===== config.mk =====
export PLATFORM = sky130hd
export DESIGN_NAME = game_sequencer
export DESIGN_NICKNAME = d
export VERILOG_FILES = /design/src/rtl/game_sequencer.sv
export SDC_FILE = /design/constraint.sdc
export NUM_CORES = 1
export LEC_CHECK = 0
export CAP_MARGIN = 0
export CORE_UTILIZATION = 43
export DETAILED_ROUTE_END_ITERATION = 7
export DONT_BUFFER_PORTS = 1
export GPL_TIMING_DRIVEN = 0
export PLACE_DENSITY = 0.67
export SLEW_MARGIN = 20
export SYNTH_ARGS = -nofsm -noshare
export SYNTH_HDL_FRONTEND = slang
export SYNTH_SLANG_ARGS = --single-unit

===== constraint.sdc =====
create_clock -name clk -period 2.9 [get_ports clk]
set_clock_uncertainty 0.1 [all_clocks]
set_input_delay 0.29 -clock clk [delete_from_list [all_inputs] [get_ports clk]]
set_output_delay 0.29 -clock clk [all_outputs]
set_load 0.01 [all_outputs]

===== src/rtl/game_sequencer.sv =====
// Game-flow controller: IDLE/RUN/PAUSED/HIT/OVER lifecycle, frame tick, lives, CPU frame handshake.
// Optional SYNC_INPUTS_EN adds 2-flop synchronizers on button_press, pause_switch and collision_detected.
module game_sequencer #(
  parameter int FRAME_DIV     = 33333333,
  parameter int INVULN_FRAMES = 4,
  parameter int START_LIVES   = 3
) (
  input  logic       clk,
  input  logic       reset,
  input  logic       button_press,
  input  logic       pause_switch,
  input  logic       collision_detected,
  input  logic       frame_ack,
  output logic       frame_tick,
  output logic       screen_ready,
  output logic       frame_overrun,
  output logic       score_tick,
  output logic [1:0] lives,
  output logic       game_over,
  output logic [2:0] state
);

  localparam int CW = $clog2(FRAME_DIV);
  localparam int IW = $clog2(INVULN_FRAMES + 1);
  localparam logic [CW-1:0] CNT_MAX    = CW'(FRAME_DIV - 1);
  localparam logic [IW-1:0] INV_INIT   = IW'(INVULN_FRAMES);
  localparam logic [1:0]    LIVES_INIT = 2'(START_LIVES);

  typedef enum logic [2:0] {
    S_IDLE   = 3'd0,
    S_RUN    = 3'd1,
    S_PAUSED = 3'd2,
    S_HIT    = 3'd3,
    S_OVER   = 3'd4
  } state_t;

  // Bit order: {collision, pause, button}
  logic [2:0] raw_in;
  logic [2:0] sync_in;
  assign raw_in = {collision_detected, pause_switch, button_press};

`ifdef SYNC_INPUTS_EN
  for (genvar gi = 0; gi < 3; gi++) begin : g_sync
    logic [1:0] sync_q;
    always_ff @(posedge clk) begin
      if (!reset) sync_q <= 2'b00;
      else        sync_q <= {sync_q[0], raw_in[gi]};
    end
    assign sync_in[gi] = sync_q[1];
  end
`else
  assign sync_in = raw_in;
`endif

  logic btn_in, pause_in, col_in;
  assign btn_in   = sync_in[0];
  assign pause_in = sync_in[1];
  assign col_in   = sync_in[2];

  state_t        state_q, state_d;
  logic [1:0]    lives_q, lives_d;
  logic [CW-1:0] cnt_q, cnt_d;
  logic [IW-1:0] invuln_q, invuln_d;
  logic          ret_hit_q, ret_hit_d;
  logic          btn_q, col_q;
  logic          tick_q, ready_q, ready_d, overrun_q, overrun_d;

  logic btn_rise, col_rise, counting, wrap;
  assign btn_rise = btn_in & ~btn_q;
  assign col_rise = col_in & ~col_q;
  assign counting = (state_q == S_RUN) || (state_q == S_HIT);
  assign wrap     = counting && (cnt_q == CNT_MAX);

  always_ff @(posedge clk) begin
    if (!reset) begin
      state_q   <= S_IDLE;
      lives_q   <= LIVES_INIT;
      cnt_q     <= '0;
      invuln_q  <= '0;
      ret_hit_q <= 1'b0;
      btn_q     <= 1'b0;
      col_q     <= 1'b0;
      tick_q    <= 1'b0;
      ready_q   <= 1'b0;
      overrun_q <= 1'b0;
    end else begin
      state_q   <= state_d;
      lives_q   <= lives_d;
      cnt_q     <= cnt_d;
      invuln_q  <= invuln_d;
      ret_hit_q <= ret_hit_d;
      btn_q     <= btn_in;
      col_q     <= col_in;
      tick_q    <= wrap;
      ready_q   <= ready_d;
      overrun_q <= overrun_d;
    end
  end

  always_comb begin
    state_d   = state_q;
    lives_d   = lives_q;
    invuln_d  = invuln_q;
    ret_hit_d = ret_hit_q;

    // Counter runs in RUN/HIT, freezes in PAUSED, sits at zero otherwise.
    if (counting)                  cnt_d = wrap ? '0 : cnt_q + 1'b1;
    else if (state_q == S_PAUSED)  cnt_d = cnt_q;
    else                           cnt_d = '0;

    // A fresh frame always wins over a simultaneous acknowledge.
    ready_d   = wrap ? 1'b1 : (frame_ack ? 1'b0 : ready_q);
    overrun_d = overrun_q | (wrap & ready_q & ~frame_ack);

    case (state_q)
      S_IDLE, S_OVER: begin
        if (btn_rise) begin
          state_d = S_RUN;
          lives_d = LIVES_INIT;
        end
      end
      S_RUN: begin
        if (col_rise) begin
          if (lives_q <= 2'd1) begin
            state_d = S_OVER;
            lives_d = 2'd0;
          end else begin
            state_d  = S_HIT;
            lives_d  = lives_q - 2'd1;
            invuln_d = INV_INIT;
          end
        end else if (pause_in) begin
          state_d   = S_PAUSED;
          ret_hit_d = 1'b0;
        end
      end
      S_HIT: begin
        // Expiry beats pause; a still-held pause is taken from RUN next cycle.
        if (wrap && invuln_q <= IW'(1)) begin
          state_d  = S_RUN;
          invuln_d = '0;
        end else begin
          if (wrap) invuln_d = invuln_q - 1'b1;
          if (pause_in) begin
            state_d   = S_PAUSED;
            ret_hit_d = 1'b1;
          end
        end
      end
      S_PAUSED: begin
        if (!pause_in) state_d = ret_hit_q ? S_HIT : S_RUN;
      end
      default: state_d = S_IDLE;
    endcase
  end

  assign frame_tick    = tick_q;
  assign score_tick    = tick_q;
  assign screen_ready  = ready_q;
  assign frame_overrun = overrun_q;
  assign lives         = lives_q;
  assign game_over     = (state_q == S_OVER);
  assign state         = state_q;

endmodule


# Word level (Yosys, flattened, before mapping)
# Cells that the tools add are included.
# word_totals
regBits	39
inputBits	6
elab_cells	77
# classes
addsub	3
order_cmp	2
eq_ne	15
n_mux	27
n_bitwise	8
reduce_logical	12
# op_table
cell	count
$mux W25	3
$mux W3	10
$add A25 B1 Y25 const B	1
$eq A25 B25 Y1 const B	1
$ne A2 B2 Y1 const B	9
$pmux W3 S4	1
$mux W2	4
$eq A3 B2 Y1 const B	2
$mux W1	6
$pmux W3 S2	1
$reduce_bool A2 Y1	3
$reduce_and A5 Y1	1
$and A1 B1 Y1	4
$pmux W2 S2	1
$reduce_and A4 Y1	1
$eq A3 B1 Y1 const B	1
$eq A3 B3 Y1 const B	1
$le A3 B1 Y1 const B	1
$logic_not A3 Y1	1
$ne A3 B2 Y1 const B	1
$not A1 Y1	3
$reduce_and A3 Y1	1
$sub A3 B1 Y3 const B	1
$le A2 B1 Y1 const B	1
7 further kinds	8

# Depth between registers and ports, before layout
# logic_depth
depth_word	6
ltp_mapped	9
mapped_depth_nobuf	7

# Worst setup path before layout
# Ideal clock, no wire load.
# synth_timing
kind	register to register
startpoint	reg cnt_q[0]
endpoint	reg cnt_q[22]
setup_time_ns	0.074
arrival_ns	1.769
t_required_ns	2.726
setup_slack_ns	0.956
path_stages_with_launch	10
n_path_buf	2
synth_period_minus_slack_ns	1.944
path_cell_list	dfxtp_1 > inv_1 > ha_1 > nor4bb_1 > and3_1 > clkbuf_1 > a211oi_1 > buf_2 > o21ai_0 > a31oi_1
# synth_via
elab_chain_len	4
# synth_rtl
element	line	source
start: declaration	62	logic [CW-1:0] cnt_q, cnt_d;
start signal: assignment	89	cnt_q <= cnt_d;
branches (longest 2 deep; another with $add A25 B1 Y25)	n/a	
$mux W25 * (2 in series)	107	if (counting) cnt_d = wrap ? '0 : cnt_q + 1'b1;
# Every way passes the cells marked *.
# A chain may end at the register's enable or synchronous reset.

# Worst setup path after layout
# Ends and elaborated chain as after synthesis.

==> out/metrics.csv <==
metric,value,unit
grt.met3_usage,4.50,%
maxCapViolCount,0,
cp-end-kind,flip-flop,
cts_tree,done,
clk_latency,290,ps
synth_warnings,0,
dieArea,5130,um2
pin_count,16,
dr.pass1.iters,4,
period_needed,2260,ps
final_cell_area,2230,um2
rsz0062_at_grt,no,
crit_required,3020,ps
core_area,4500,um2
timing.final.max_slew_violations,0,
syn_area,2080,um2
antenna_cells,0,
grt_pass1_wl,7.74,mm
ant_nets,0,
h-tree-depth,2,
min-delay-start,collision_detected,
finalHoldViolCount,0,
synth_fp_nets,262,
num_vias,1844,
gr-usage-met2,31.7,%
start_util,46.3,%
syn_to_final_growth,7.03,%
status,finished clean,
synth_area_per_cell,8.27,um2
cts_setup_buffers,0,
grt-busiest-layer,met2,
routed_wl,4.53,mm
post_cts_resized,0,
fin_nets,269,
period_share,77.9,%
tns,0,ps
cts_made_buffers,5,
die_height,71.6,um
drt_iter0_drc,93,
drcViolationCount,0,
track_usage,19.4,%
synthCells,252,
place_area,2150,um2
antenna_found_initial,0,
clk_pin_slew,70,ps
portBuffers,0,
use_met1,24.5,%
hpwl,3.28,mm
fin_hold_ws,17.1,ps
crit_fanout,10,
leakagePower,0.758,nW
rows,24,
gp_congestion,0.800,
yosysSeqAreaShare,37.5,%
synth_ff_type,dfxtp_1,
setup.worst_path.start,cnt_q[0]$_SDFFE_PN0P_,
cts_sinks,39,
via_per_inst,5.91,
r2r-start,cnt_q[0]$_SDFFE_PN0P_,
grt_pass1_vias,1681,
synth.distinct_cells,54,
die_w,71.6,um
slew_headroom,42.9,%
hold_class,in -> reg,
wire_per_inst,14.5,um
setup_viol,0,
critPathArrivalTime,2380,ps
cts_buffer_depth,2,
cts_hold_buffers,0,
cts_root_buf,clkbuf_8,
max_freq,443,MHz
worstMarginPinSlew,848,ps
critPathLaunchType,flip-flop,
overflow,0,
fillers,465,
synth.ff_latch_count,39,
pwr_density_cell,444,nW/um2
criticalPathCategory,reg -> reg,
synth_edf_count,0,
drive_above_1_share,8.08,%
irDropWorstVdd,277,uV
async_flop_share,0,%
grt_max_degree,12,
cell type report:
| cell class | count | area [um2] | share of cell area, % |
|---|---|---|---|
| Buffer | 11 | 53.8 | 2.41 |
| Sequential cell | 39 | 781 | 35.0 |
| Inverter | 10 | 37.5 | 1.68 |
| Clock buffer | 7 | 76.3 | 3.42 |
| Tap cell | 52 | 65.1 | 2.92 |
| Clock inverter | 1 | 5.00 | 0.224 |
| Multi-Input combinational cell | 192 | 1210 | 54.3 |
registers in the layout, indices dropped and copies added, names as in the netlist:
name           count
state              3
btn_q              1
col_q              1
screen_ready       1
frame_tick         1
ret_hit_q          1
frame_overrun      1
invuln_q           3
lives              2
cnt_q             25
critical path: stages, from the launching register on:
cell and delay, ps:
dfxtp_1 380, inv_1 90, ha_1 200, nor4bb_1 130, and3_1 190, clkbuf_1 150, a211oi_1 410, buf_2 280
o21ai_0 110, a31oi_1 160
per-layer routing:
metal  share of wire [%]  vias to the layer above  wire (um)
li1                    -                      923          -
met1                  49                      887       2210
met2                  46                       29       2100
met3                 3.6                        5        161
met4                 1.5                        0         70
met5                   0                        -          0
synth_stat cells (2+ instances only):
master     n  area share (%)
and2_1     4             1.2
nand2_1   25             4.5
nor4_4     2             2.0
nand2b_1   5             1.5
a21oi_1   12             2.9
ha_1       4             2.4
a31oi_1   11             3.3
nand4_1   12             3.6
nor4_1     4             1.2
nand3_1    9             2.2
o22ai_1    2            0.60
buf_4      2            0.72
xnor2_1    5             2.1
nor3_1     3            0.72
inv_1      9             1.6
o31a_1     2            0.84
clkbuf_1   5            0.90
nand4b_1   3             1.3
mux2i_1    3             1.4
buf_2      4            0.96
o21ai_0    9             2.2
nor3b_1    3             1.1
a211oi_1   2            0.72
and4_1     2            0.84
and3_1     5             1.5
nor2_1    30             5.4
dfxtp_1   39              37
nand3b_1   3             1.1
xor2_1     8             3.4
power breakdown:
| part | leakage, nW | total, W | switching [W] | internal, W |
|---|---|---|---|---|
| clock | 0.0422 | 0.000354 | 0.000185 | 0.000169 |
| sequential | 0.315 | 0.000555 | 0.0000111 | 0.000543 |
| combinational | 0.400 | 0.0000823 | 0.0000523 | 0.0000300 |
| total | 0.758 | 0.000991 | 0.000249 | 0.000742 |
kinds of logic after synthesis:
kind of cell	count (synthesis)	synth area share [%]
simple gates	121	32.9
compound gates	51	16.0
flops	39	37.5
buf+inv	21	4.38
xor+xnor	13	5.47
fa+ha+maj	4	2.40
mux	3	1.44
cell usage in the layout (no fill, tap or decap), drive strengths merged, types with 2 or more instances in the layout:
| cell | instances |
|---|---|
| dfxtp | 39 |
| nor2 | 30 |
| nand2 | 25 |
| nand4 | 13 |
| a21oi | 13 |
| clkbuf | 12 |
| a31oi | 11 |
| o21ai | 11 |
| inv | 9 |
| nand3 | 9 |
| xor2 | 8 |
| buf | 6 |
| nor4 | 6 |
| and3 | 5 |
| nand2b | 5 |
| xnor2 | 5 |
| and2 | 4 |
| ha | 4 |
| nor3b | 4 |
| nand4b | 3 |
| mux2i | 3 |
| nor3 | 3 |
| nand3b | 3 |
| a211oi | 2 |
| and4 | 2 |
| o22ai | 2 |
| o31a | 2 |
| clkinv | 2 |
path summary, 6_finish.rpt:
path | endpoint | slack (ps) | cells past startpoint
max | cnt_q[22]$_SDFFE_PN0P_ | 640 | 9
min | col_q$_SDFF_PN0_ | 20 | 1
max reg2reg | cnt_q[22]$_SDFFE_PN0P_ | 640 | 9
min reg2reg | invuln_q[1]$_SDFFE_PN0P_ | 390 | 2
stage by stage:
step                      setup WS, ps  util (%)  std cells  power [W]
after floorplan                    956         -        252   0.000630
after global placement             676      47.7        304   0.000647
after detailed placement           663      47.7        304   0.000648
after CTS                          640      49.5        312    0.00100
after global routing               434      49.5        312    0.00104
final                              641      49.5        312   0.000991
No activity file was read; power rests on OpenSTA's default activity.
